`src/rtl/series_pkg.sv`:
```
// Shared types and arithmetic helpers for the power-series evaluator.
package series_pkg;

  typedef enum logic [2:0] {
    S_IDLE,
    S_INIT,
    S_MUL1,
    S_MUL2,
    S_ACC,
    S_DONE
  } state_e;

  localparam int unsigned DEF_FRAC = 12;
  localparam int unsigned ONE      = 1 << DEF_FRAC;

  // round(2^frac / k); k = 0 has no meaningful coefficient and yields 0.
  function automatic int unsigned coef_val(input int unsigned frac, input int unsigned k);
    if (k == 0) return 0;
    return ((32'd1 << frac) + k / 2) / k;
  endfunction

  function automatic logic signed [63:0] sat_val(input logic signed [63:0] v,
                                                 input int unsigned w);
    logic signed [63:0] hi;
    logic signed [63:0] lo;
    hi = (64'sd1 <<< (w - 1)) - 64'sd1;
    lo = -(64'sd1 <<< (w - 1));
    if (v > hi) return hi;
    if (v < lo) return lo;
    return v;
  endfunction

  function automatic logic sat_hit(input logic signed [63:0] v, input int unsigned w);
    logic signed [63:0] hi;
    logic signed [63:0] lo;
    hi = (64'sd1 <<< (w - 1)) - 64'sd1;
    lo = -(64'sd1 <<< (w - 1));
    return (v > hi) || (v < lo);
  endfunction

endpackage

```
`src/rtl/series_coef_rom.sv`:
```
// Combinational k -> round(2^FRAC / k) lookup used for the 1/k factor of each term.
module series_coef_rom
  import series_pkg::*;
#(
  parameter int W         = 16,
  parameter int FRAC      = 12,
  parameter int MAX_TERMS = 8,
  parameter int CNT_W     = $clog2(MAX_TERMS + 1)
) (
  input  logic [CNT_W-1:0] k_i,
  output logic [W-1:0]     coef_o
);

  always_comb begin
    coef_o = '0;
    for (int i = 1; i <= MAX_TERMS; i++) begin
      if (k_i == CNT_W'(i)) coef_o = W'(coef_val(FRAC, i));
    end
  end

endmodule

```
`src/rtl/series_engine.sv`:
```
// Fixed-point e^x / e^-x series evaluator: one shared multiplier builds each
// term from the previous one (t *= x, then t *= 1/k) while a saturating adder sums.
module series_engine
  import series_pkg::*;
#(
  parameter int W         = 16,
  parameter int FRAC      = 12,
  parameter int MAX_TERMS = 8,
  parameter int CNT_W     = $clog2(MAX_TERMS + 1)
) (
  input  logic                clk,
  input  logic                rst_n,
  input  logic                start,
  input  logic                mode,
  input  logic signed [W-1:0] x,
  input  logic [CNT_W-1:0]    n_terms,
  output logic                ready,
  output logic                busy,
  output logic                done,
  output logic signed [W-1:0] result,
  output logic                ovf
);

  localparam logic signed [W-1:0] ONE_T = W'(longint'(1) << FRAC);

  state_e              state_q, state_d;
  logic signed [W-1:0] t_q, t_d, r_q, r_d, x_q, x_d;
  logic [CNT_W-1:0]    k_q, k_d, n_q, n_d;
  logic                neg_q, neg_d, ovf_q, ovf_d, mode_q, mode_d;

  logic signed [W-1:0]     coef, mul_b;
  logic signed [2*W-1:0]   prod, prod_sh;
  logic signed [W:0]       acc_sum;
  logic signed [63:0]      mul_sat, acc_sat;
  logic                    mul_hit, acc_hit;
  logic [CNT_W-1:0]        n_clamped;

  series_coef_rom #(
    .W(W), .FRAC(FRAC), .MAX_TERMS(MAX_TERMS), .CNT_W(CNT_W)
  ) u_coef (
    .k_i   (k_q),
    .coef_o(coef)
  );

  // MUL1 scales by x, MUL2 by 1/k; k has already advanced past the ACC that preceded them.
  assign mul_b   = (state_q == S_MUL1) ? x_q : coef;
  assign prod    = $signed((2*W)'(t_q)) * $signed((2*W)'(mul_b));
  assign prod_sh = prod >>> FRAC;
  assign mul_sat = sat_val(64'(prod_sh), W);
  assign mul_hit = sat_hit(64'(prod_sh), W);

  assign acc_sum = neg_q ? ((W+1)'(r_q) - (W+1)'(t_q)) : ((W+1)'(r_q) + (W+1)'(t_q));
  assign acc_sat = sat_val(64'(acc_sum), W);
  assign acc_hit = sat_hit(64'(acc_sum), W);

  assign n_clamped = (n_terms > CNT_W'(MAX_TERMS)) ? CNT_W'(MAX_TERMS) : n_terms;

  always_comb begin
    state_d = state_q;
    t_d     = t_q;
    r_d     = r_q;
    k_d     = k_q;
    n_d     = n_q;
    x_d     = x_q;
    neg_d   = neg_q;
    ovf_d   = ovf_q;
    mode_d  = mode_q;
    case (state_q)
      S_IDLE: begin
        if (start) begin
          x_d     = x;
          mode_d  = mode;
          n_d     = n_clamped;
          state_d = S_INIT;
        end
      end
      S_INIT: begin
        t_d     = ONE_T;
        r_d     = '0;
        k_d     = '0;
        neg_d   = 1'b0;
        ovf_d   = 1'b0;
        state_d = (n_q == '0) ? S_DONE : S_ACC;
      end
      S_ACC: begin
        r_d     = W'(acc_sat);
        ovf_d   = ovf_q | acc_hit;
        k_d     = k_q + 1'b1;
        neg_d   = neg_q ^ mode_q;
        state_d = (k_q + 1'b1 == n_q) ? S_DONE : S_MUL1;
      end
      S_MUL1: begin
        t_d     = W'(mul_sat);
        ovf_d   = ovf_q | mul_hit;
        state_d = S_MUL2;
      end
      S_MUL2: begin
        t_d     = W'(mul_sat);
        ovf_d   = ovf_q | mul_hit;
        state_d = S_ACC;
      end
      S_DONE:  state_d = S_IDLE;
      default: state_d = S_IDLE;
    endcase
  end

  always_ff @(posedge clk or negedge rst_n) begin
    if (!rst_n) begin
      state_q <= S_IDLE;
      t_q     <= '0;
      r_q     <= '0;
      k_q     <= '0;
      n_q     <= '0;
      x_q     <= '0;
      neg_q   <= 1'b0;
      ovf_q   <= 1'b0;
      mode_q  <= 1'b0;
    end else begin
      state_q <= state_d;
      t_q     <= t_d;
      r_q     <= r_d;
      k_q     <= k_d;
      n_q     <= n_d;
      x_q     <= x_d;
      neg_q   <= neg_d;
      ovf_q   <= ovf_d;
      mode_q  <= mode_d;
    end
  end

  assign ready  = (state_q == S_IDLE);
  assign busy   = (state_q == S_INIT) || (state_q == S_MUL1) ||
                  (state_q == S_MUL2) || (state_q == S_ACC);
  assign done   = (state_q == S_DONE);
  assign result = r_q;
  assign ovf    = ovf_q;

endmodule
```
`config.mk`:
```
export PLATFORM = sky130hd
export DESIGN_NAME = series_engine
export DESIGN_NICKNAME = d
export VERILOG_FILES = /design/src/rtl/series_pkg.sv /design/src/rtl/series_coef_rom.sv /design/src/rtl/series_engine.sv
export SDC_FILE = /design/constraint.sdc
export NUM_CORES = 1
export LEC_CHECK = 0
export ABC_AREA = 1
export CAP_MARGIN = 10
export CORE_ASPECT_RATIO = 1.75
export CORE_MARGIN = 2
export CORE_UTILIZATION = 59
export DETAILED_ROUTE_END_ITERATION = 16
export GPL_ROUTABILITY_DRIVEN = 0
export GPL_TIMING_DRIVEN = 0
export PLACE_DENSITY = 0.8
export SLEW_MARGIN = 0
export SYNTH_ARGS = -nofsm -noshare
export SYNTH_HDL_FRONTEND = slang
export SYNTH_SLANG_ARGS = --single-unit
```
`constraint.sdc`:
```
create_clock -name clk -period 7.3 [get_ports clk]
set_input_delay 1.46 -clock clk [delete_from_list [all_inputs] [get_ports clk]]
set_output_delay 1.46 -clock clk [all_outputs]
set_load 0.03 [all_outputs]
```
* After elaboration in Yosys (flattened, before gate mapping) *
Index checks and enable logic that the tools add are counted.

storage, ports and cells
  bits in registers = 62
  input port bits = 24
  output and inout port bits = 20

operators by class
  add/sub/neg operators = 3
  multiply operators = 1
  magnitude comparators = 5
  eq/ne operators = 15
  muxes and demuxes = 34
  bitwise gates (word level) = 3
  reductions and logical operators = 12

operator list
  operator                                               count
  2-to-1 mux 16 bit                                      9
  2-to-1 mux 13 bit                                      8
  one-hot mux 16 bit (2 select lines)                    2
  multiplier 16 x 16 -> 32 bit                           1
  > comparator 20 x 16 -> 1 bit (second input constant)  1
  < comparator 20 x 16 -> 1 bit (second input constant)  1
  adder 16 x 16 -> 17 bit                                1
  > comparator 17 x 16 -> 1 bit (second input constant)  1
  < comparator 17 x 16 -> 1 bit (second input constant)  1
  2-to-1 mux 17 bit                                      1
  subtractor 16 x 16 -> 17 bit                           1
  equality test 4 x 3 -> 1 bit (second input constant)   4
  one-hot mux 3 bit (5 select lines)                     1
  equality test 4 x 2 -> 1 bit (second input constant)   2
  one-hot mux 4 bit (2 select lines)                     1
  2-to-1 mux 1 bit                                       7
  equality test 3 x 2 -> 1 bit (second input constant)   2
  equality test 3 bit (second input constant)            2
  2-to-1 mux 3 bit                                       2
  logical OR 1 bit                                       5
  adder 4 x 1 -> 4 bit (second input constant)           1
  equality test 4 x 1 -> 1 bit (second input constant)   1
  equality test 4 bit                                    1
  equality test 4 bit (second input constant)            1
  14 further kinds                                       16

* Longest topological paths before layout *
  depth after elaboration = 17
  gate-level depth with buffers = 40

* Hierarchy *
From an unflattened synthesis, not the netlist that was laid out.

unflattened totals
  cells, all modules = 1,742
  area total of the unflattened synthesis = 14,063.5 um2

modules (own cells, without submodules)
  module           times used  cells each  area an instance (um2)  sequential area each (um2)
  series_engine    1           1,707       13,870.8                1,551.5
  series_coef_rom  1           35          192.7                   0.0

* Worst setup path before layout *
Ideal clock, no wire load.

  kind = register to register
  from = register state_q[2]
  to = register t_q[10]
  library setup time = 149 ps
  arrival time = 6,854 ps
  setup slack = 297 ps
  cell stages (with the launch flop) = 30
  path buffers = 3
  path through = dfrtp_1 -> inv_2 -> nand3_4 -> buf_4 -> clkbuf_1 -> o21ai_1 -> nor2_1 -> fa_1 -> fa_1 -> inv_1 -> fa_1 -> inv_1 -> fa_1 -> fa_1 -> inv_1 -> fa_1 -> inv_1 -> ha_1 -> inv_1 -> nor3_1 -> a211oi_1 -> o21ai_0 -> a21oi_1 -> nand2_1 -> nand2_1 -> nand2_1 -> o21bai_4 -> buf_8 -> a21oi_2 -> o22ai_2

on the way
  cells in the longest elaborated chain, start to end = 9
  elaborated cells between the ends (all ways) = 16
  those cells by class = mul (1); order compare (2); eq/ne (3); mux (8); reduce/logical (2)

ends and longest elaborated chain
  element                              line                                      text
  start, declared                      series_engine.sv:26                       state_e state_q, state_d;
  start signal, assigned               series_engine.sv:119                      state_q <= state_d;
  equality test 3 x 2 -> 1 bit         series_engine.sv:46, series_engine.sv:68
  2-to-1 mux 16 bit                    series_engine.sv:46                       assign mul_b = (state_q == S_MUL1) ? x_q : coef;
  multiplier 16 x 16 -> 32 bit         series_engine.sv:47                       assign prod = $signed((2*W)'(t_q)) * $signed((2*W)'(mul_b));
  < comparator 20 x 16 -> 1 bit        series_pkg.sv:29                          if (v < lo) return lo;
  2-to-1 mux 1 bit (2 in a row)        series_pkg.sv:29
  2-to-1 mux 16 bit                    series_pkg.sv:30                          return v;
  2-to-1 mux 16 bit                    series_pkg.sv:29
  one-hot mux 16 bit (2 select lines)  series_engine.sv:68                       case (state_q)
  end signal, assigned                 series_engine.sv:120                      t_q <= t_d;
  end, declared                        series_engine.sv:27                       logic signed [W-1:0] t_q, t_d, r_q, r_d, x_q, x_d;

Parallel ways exist; a longest one is shown, timed or not. The select of a mux whose other input is x is not followed.
A chain may end at the register's enable or synchronous reset.

* Final worst setup path *
  from = register k_q[0]
  to = register ovf_q (netlist: ovf)

on the way
  cells in the longest elaborated chain, start to end = 15
  elaborated cells between the ends (all ways) = 23
  those cells by class = mul (1); order compare (2); eq/ne (8); mux (10); bitwise (1); reduce/logical (1)

ends and longest elaborated chain
  element                                                                                line                                      text
  start, declared                                                                        series_engine.sv:28                       logic [CNT_W-1:0] k_q, k_d, n_q, n_d;
  start signal, assigned                                                                 series_engine.sv:122                      k_q <= k_d;
  equality test 4 x 1 -> 1 bit                                                           series_coef_rom.sv:17                     if (k_i == CNT_W'(i)) coef_o = W'(coef_val(FRAC, i));
  2-to-1 mux 13 bit (7 in a row)                                                         series_coef_rom.sv:17
  2-to-1 mux 13 bit (*)                                                                  series_coef_rom.sv:17
  2-to-1 mux 16 bit (*)                                                                  series_engine.sv:46
  multiplier 16 x 16 -> 32 bit (*)                                                       series_engine.sv:47
  > comparator 20 x 16 -> 1 bit / < comparator 20 x 16 -> 1 bit (equally long branches)  series_pkg.sv:38                          return (v > hi) || (v < lo);
  logical OR 1 bit (*)                                                                   series_pkg.sv:38
  OR 1 bit (*)                                                                           series_engine.sv:94, series_engine.sv:99
  one-hot mux 1 bit (3 select lines) (*)                                                 series_engine.sv:68
  end signal, assigned                                                                   series_engine.sv:126                      ovf_q <= ovf_d;
  end, declared                                                                          series_engine.sv:29                       logic neg_q, neg_d, ovf_q, ovf_d, mode_q, mode_d;

Mark *: on every way between the ends. The rest lies on a longest branch, timed or not.

==> results.py <==
metrics = {
    "routing": {
        "ant_nets": 0,
        "dr_wl_met3_mm": 5.17,
        "vias": 13200,
        "routed.top_layer": "met5",
        "met1_length_mm": 13.8,
        "avgRoutedWirePerCell_um": 22.5,
        "via_per_inst": 6.08,
        "drtPass1Iterations": 8,
        "wl_mm": 48.9,
        "drc": 0,
        "drt_iter0_markers": 1125,
        "wl_met2_mm": 23.6,
    },
    "setup_path": {
        "path_class": "flop to flop",
        "startpoint_type": "flop",
        "critical_path.max_stage_delay_ps": 580,
        "required_ps": 7540,
        "crit_path_end_kind": "flop",
        "reg2reg_slack_ps": -250,
        "cp_data_arrival_time_ps": 7800,
        "slowest_stage": "fa_2",
        "cpMostUsedCell": "nand2_1",
        "cp_max_fo": 5,
    },
    "floorplan": {
        "die_w_um": 121,
        "io_pins": 44,
        "core-area_um2": 23300,
        "die_area_um2": 25100,
        "die_h_um": 208,
        "start_util_pct": 60.2,
        "floorplan.rows": 74,
    },
    "timing": {
        "tightest_slew_ps": 971,
        "holdWs_ps": 489,
        "period_needed_ps": 7550,
        "slew_viol_final": 0,
        "timing.final.crit_share_pct": 103,
        "setup-tns-final_ps": -2640,
        "setup_viol": 16,
        "max_freq_ghz": 0.132,
        "relSlewSlack_pct": 35.3,
        "worst_slack_ps": -254,
        "rsz0062_at_grt": "true",
        "hold_viol": 0,
        "clock_skew_ps": 12.8,
    },
    "clock_network": {
        "cts_sinks": 62,
        "cts_buffers": 9,
        "root_buffer": "clkbuf_16",
        "cts.clk_slew.worst_paths_ps": 60,
        "clockBufferDepth": 2,
        "cts_tree": "yes",
        "clk_latency_ps": 360,
        "cts_max_level": 3,
        "cts_hold_buffers": 0,
    },
    "final_layout": {
        "nets": 2243,
        "fin_area_um2": 16800,
        "final_layout_size_suffix_gt1_share_pct": 17.8,
        "n_fill_cell": 1535,
        "syn_to_final_growth_pct": 19.4,
    },
    "synthesis": {
        "synth.net_count": 2124,
        "yosysSeqAreaShare_pct": 11.0,
        "yosys_warnings": 0,
        "synth-seq-cells": 62,
        "synth-edff-count": 0,
        "synth_area_um2": 14000,
        "synth_flop_cell": "dfrtp_1",
        "netlist_instances": 1738,
        "async_flop_share_pct": 100,
        "post_synth_num_cell_types": 58,
        "syn_avg_cell_area_um2": 8.08,
    },
    "global_routing": {
        "grt_pass1_vias": 13600,
        "grtUsageTotal_pct": 37.2,
        "grt_max_degree": 37,
        "grt_first_pass_wirelength_mm": 70.2,
        "antenna_found_initial": 4,
        "grt_overflow_total": 0,
    },
    "run": {
        "cap_viol_max_count": 0,
    },
    "worst_hold_path": {
        "hp-class": "flop to flop",
    },
    "placed_design": {
        "dp_hpwl_mm": 34.2,
        "port_buffers": 43,
        "placed_cell_area_um2": 14900,
        "post-place-ws_ps": -1060,
    },
    "status": {
        "violations": "negative setup slack",
        "status": "finished, violations left",
    },
    "power": {
        "power_density_nw_per_um2": 479,
        "peakVddDrop_mv": 0.244,
        "leakagePower_uw": 0.00822,
    },
}
[area by class of cell]
type | count | area, µm² | area share [%]
multi-input cells | 1205 | 11600 | 69.0
inverters | 422 | 1620 | 9.66
flip-flops and latches | 62 | 1560 | 9.27
repair buffers | 112 | 1040 | 6.20
well taps | 304 | 380 | 2.27
plain buffers | 45 | 323 | 1.92
clock buffers | 9 | 225 | 1.34
clock inverters | 7 | 47.5 | 0.283
diodes | 2 | 5.00 | 0.0298
[routing by layer]
| metal | vias to the layer above | track usage, % |
|---|---|---|
| li1 | 5434 | - |
| met1 | 6324 | 35.1 |
| met2 | 963 | 61.5 |
| met3 | 457 | 12.3 |
| met4 | 4 | 35.8 |
| met5 | - | 0 |
[placed cells by master (no fill, tap or decap), types with 28 or more instances in the layout]
cell / count
ha_1: 75
inv_1: 377
nor2_1: 135
nand2_2: 30
fa_1: 248
buf_4: 57
inv_2: 28
clkdlybuf4s50_1: 42
nand2_1: 337
xor2_1: 42
a21oi_1: 29
dfrtp_1: 59
nand3_1: 31
[worst paths after layout]
kind | start | to | cells past startpoint
max | k_q[0]$_DFFE_PN0P_ | ovf$_DFFE_PN0P_ | 37
min | x_q[10]$_DFFE_PN0P_ | x_q[10]$_DFFE_PN0P_ | 2
max reg2reg | k_q[0]$_DFFE_PN0P_ | ovf$_DFFE_PN0P_ | 37
min reg2reg | x_q[10]$_DFFE_PN0P_ | x_q[10]$_DFFE_PN0P_ | 2
max in group asynchronous | rst_n | result[11]$_DFFE_PN0P_ | 2
min in group asynchronous | rst_n | state_q[0]$_DFFE_PN0P_ | 1
[repair_timing]
| action | 4_1_cts | 5_1_grt |
|---|---|---|
| setup endpoints to repair | 17 | 17 |
| gates cloned | 0 | 1 |
| pin swaps | 18 | 102 |
| gates resized for setup | 99 | 190 |
| buffers inserted | 23 | 44 |
[registers in the layout, indices dropped and copies added (netlist names)]
signal / cells
x_q: 16
k_q: 4
neg_q: 1
mode_q: 1
t_q: 16
state_q: 3
result: 16
n_q: 4
ovf: 1
[worst max-delay path: cells and delay by family (launching register included)]
family | cells | cell delay (ps)
AO/OA/AOI/OAI | 2 | 500
adder cells (fa/ha/maj) | 8 | 3560
buffers and inverters | 9 | 940
flip-flops | 1 | 490
AND/OR/NAND/NOR | 18 | 1910
[cells in the mapped netlist (all sizes together) (2+ instances only)]
master	n	area (µm²)
inv	415	1560
nand2	376	1440
fa	263	5270
nor2	151	577
ha	99	1240
dfrtp	62	1550
a21oi	59	329
nand3	44	278
xor2	42	368
clkbuf	41	154
o21ai	40	200
xnor2	17	149
nor3	16	80.1
o22ai	16	156
o211ai	14	105
a31oi	13	87.6
or2	9	56.3
a21o	8	60.1
buf	8	65.1
clkinv	7	26.3
o21bai	6	56.3
nand4	5	31.3
a211oi	4	30.0
and3	3	18.8
nor4	3	18.8
a21boi	2	15.0
o31ai	2	15.0
[where the power goes]
| part | switching (µW) | internal [µW] |
|---|---|---|
| Clock | 185 | 230 |
| Sequential | 173 | 486 |
| Combinational | 4280 | 2690 |
[stage by stage]
stage | instances | total power (µW) | util (%)
3_3_place_gp | 2085 | 5610 | 63.7
6_report | 2168 | 8040 | 71.9
2_1_floorplan | 1738 | 4310 | -
3_5_place_dp | 2086 | 5760 | 63.7
4_1_cts | 2123 | 6580 | 67.2
5_1_grt | 2167 | 8500 | 71.9
[cells by family (layout without fill, tap and decap cells)]
logic type / after synthesis / count (layout) / share of synthesized area (%)
AOI/OAI and AO/OA: 175 / 175 / 8.20
adders and majority gates: 362 / 362 / 46.3
other: 0 / 2 / 0
buffers and inverters: 471 / 595 / 12.9
and+or+nand+nor: 609 / 609 / 17.9
xor gates and xnor gates: 59 / 59 / 3.68
DFF: 62 / 62 / 11.0
Note: power is estimated with default switching activity, not from simulation.
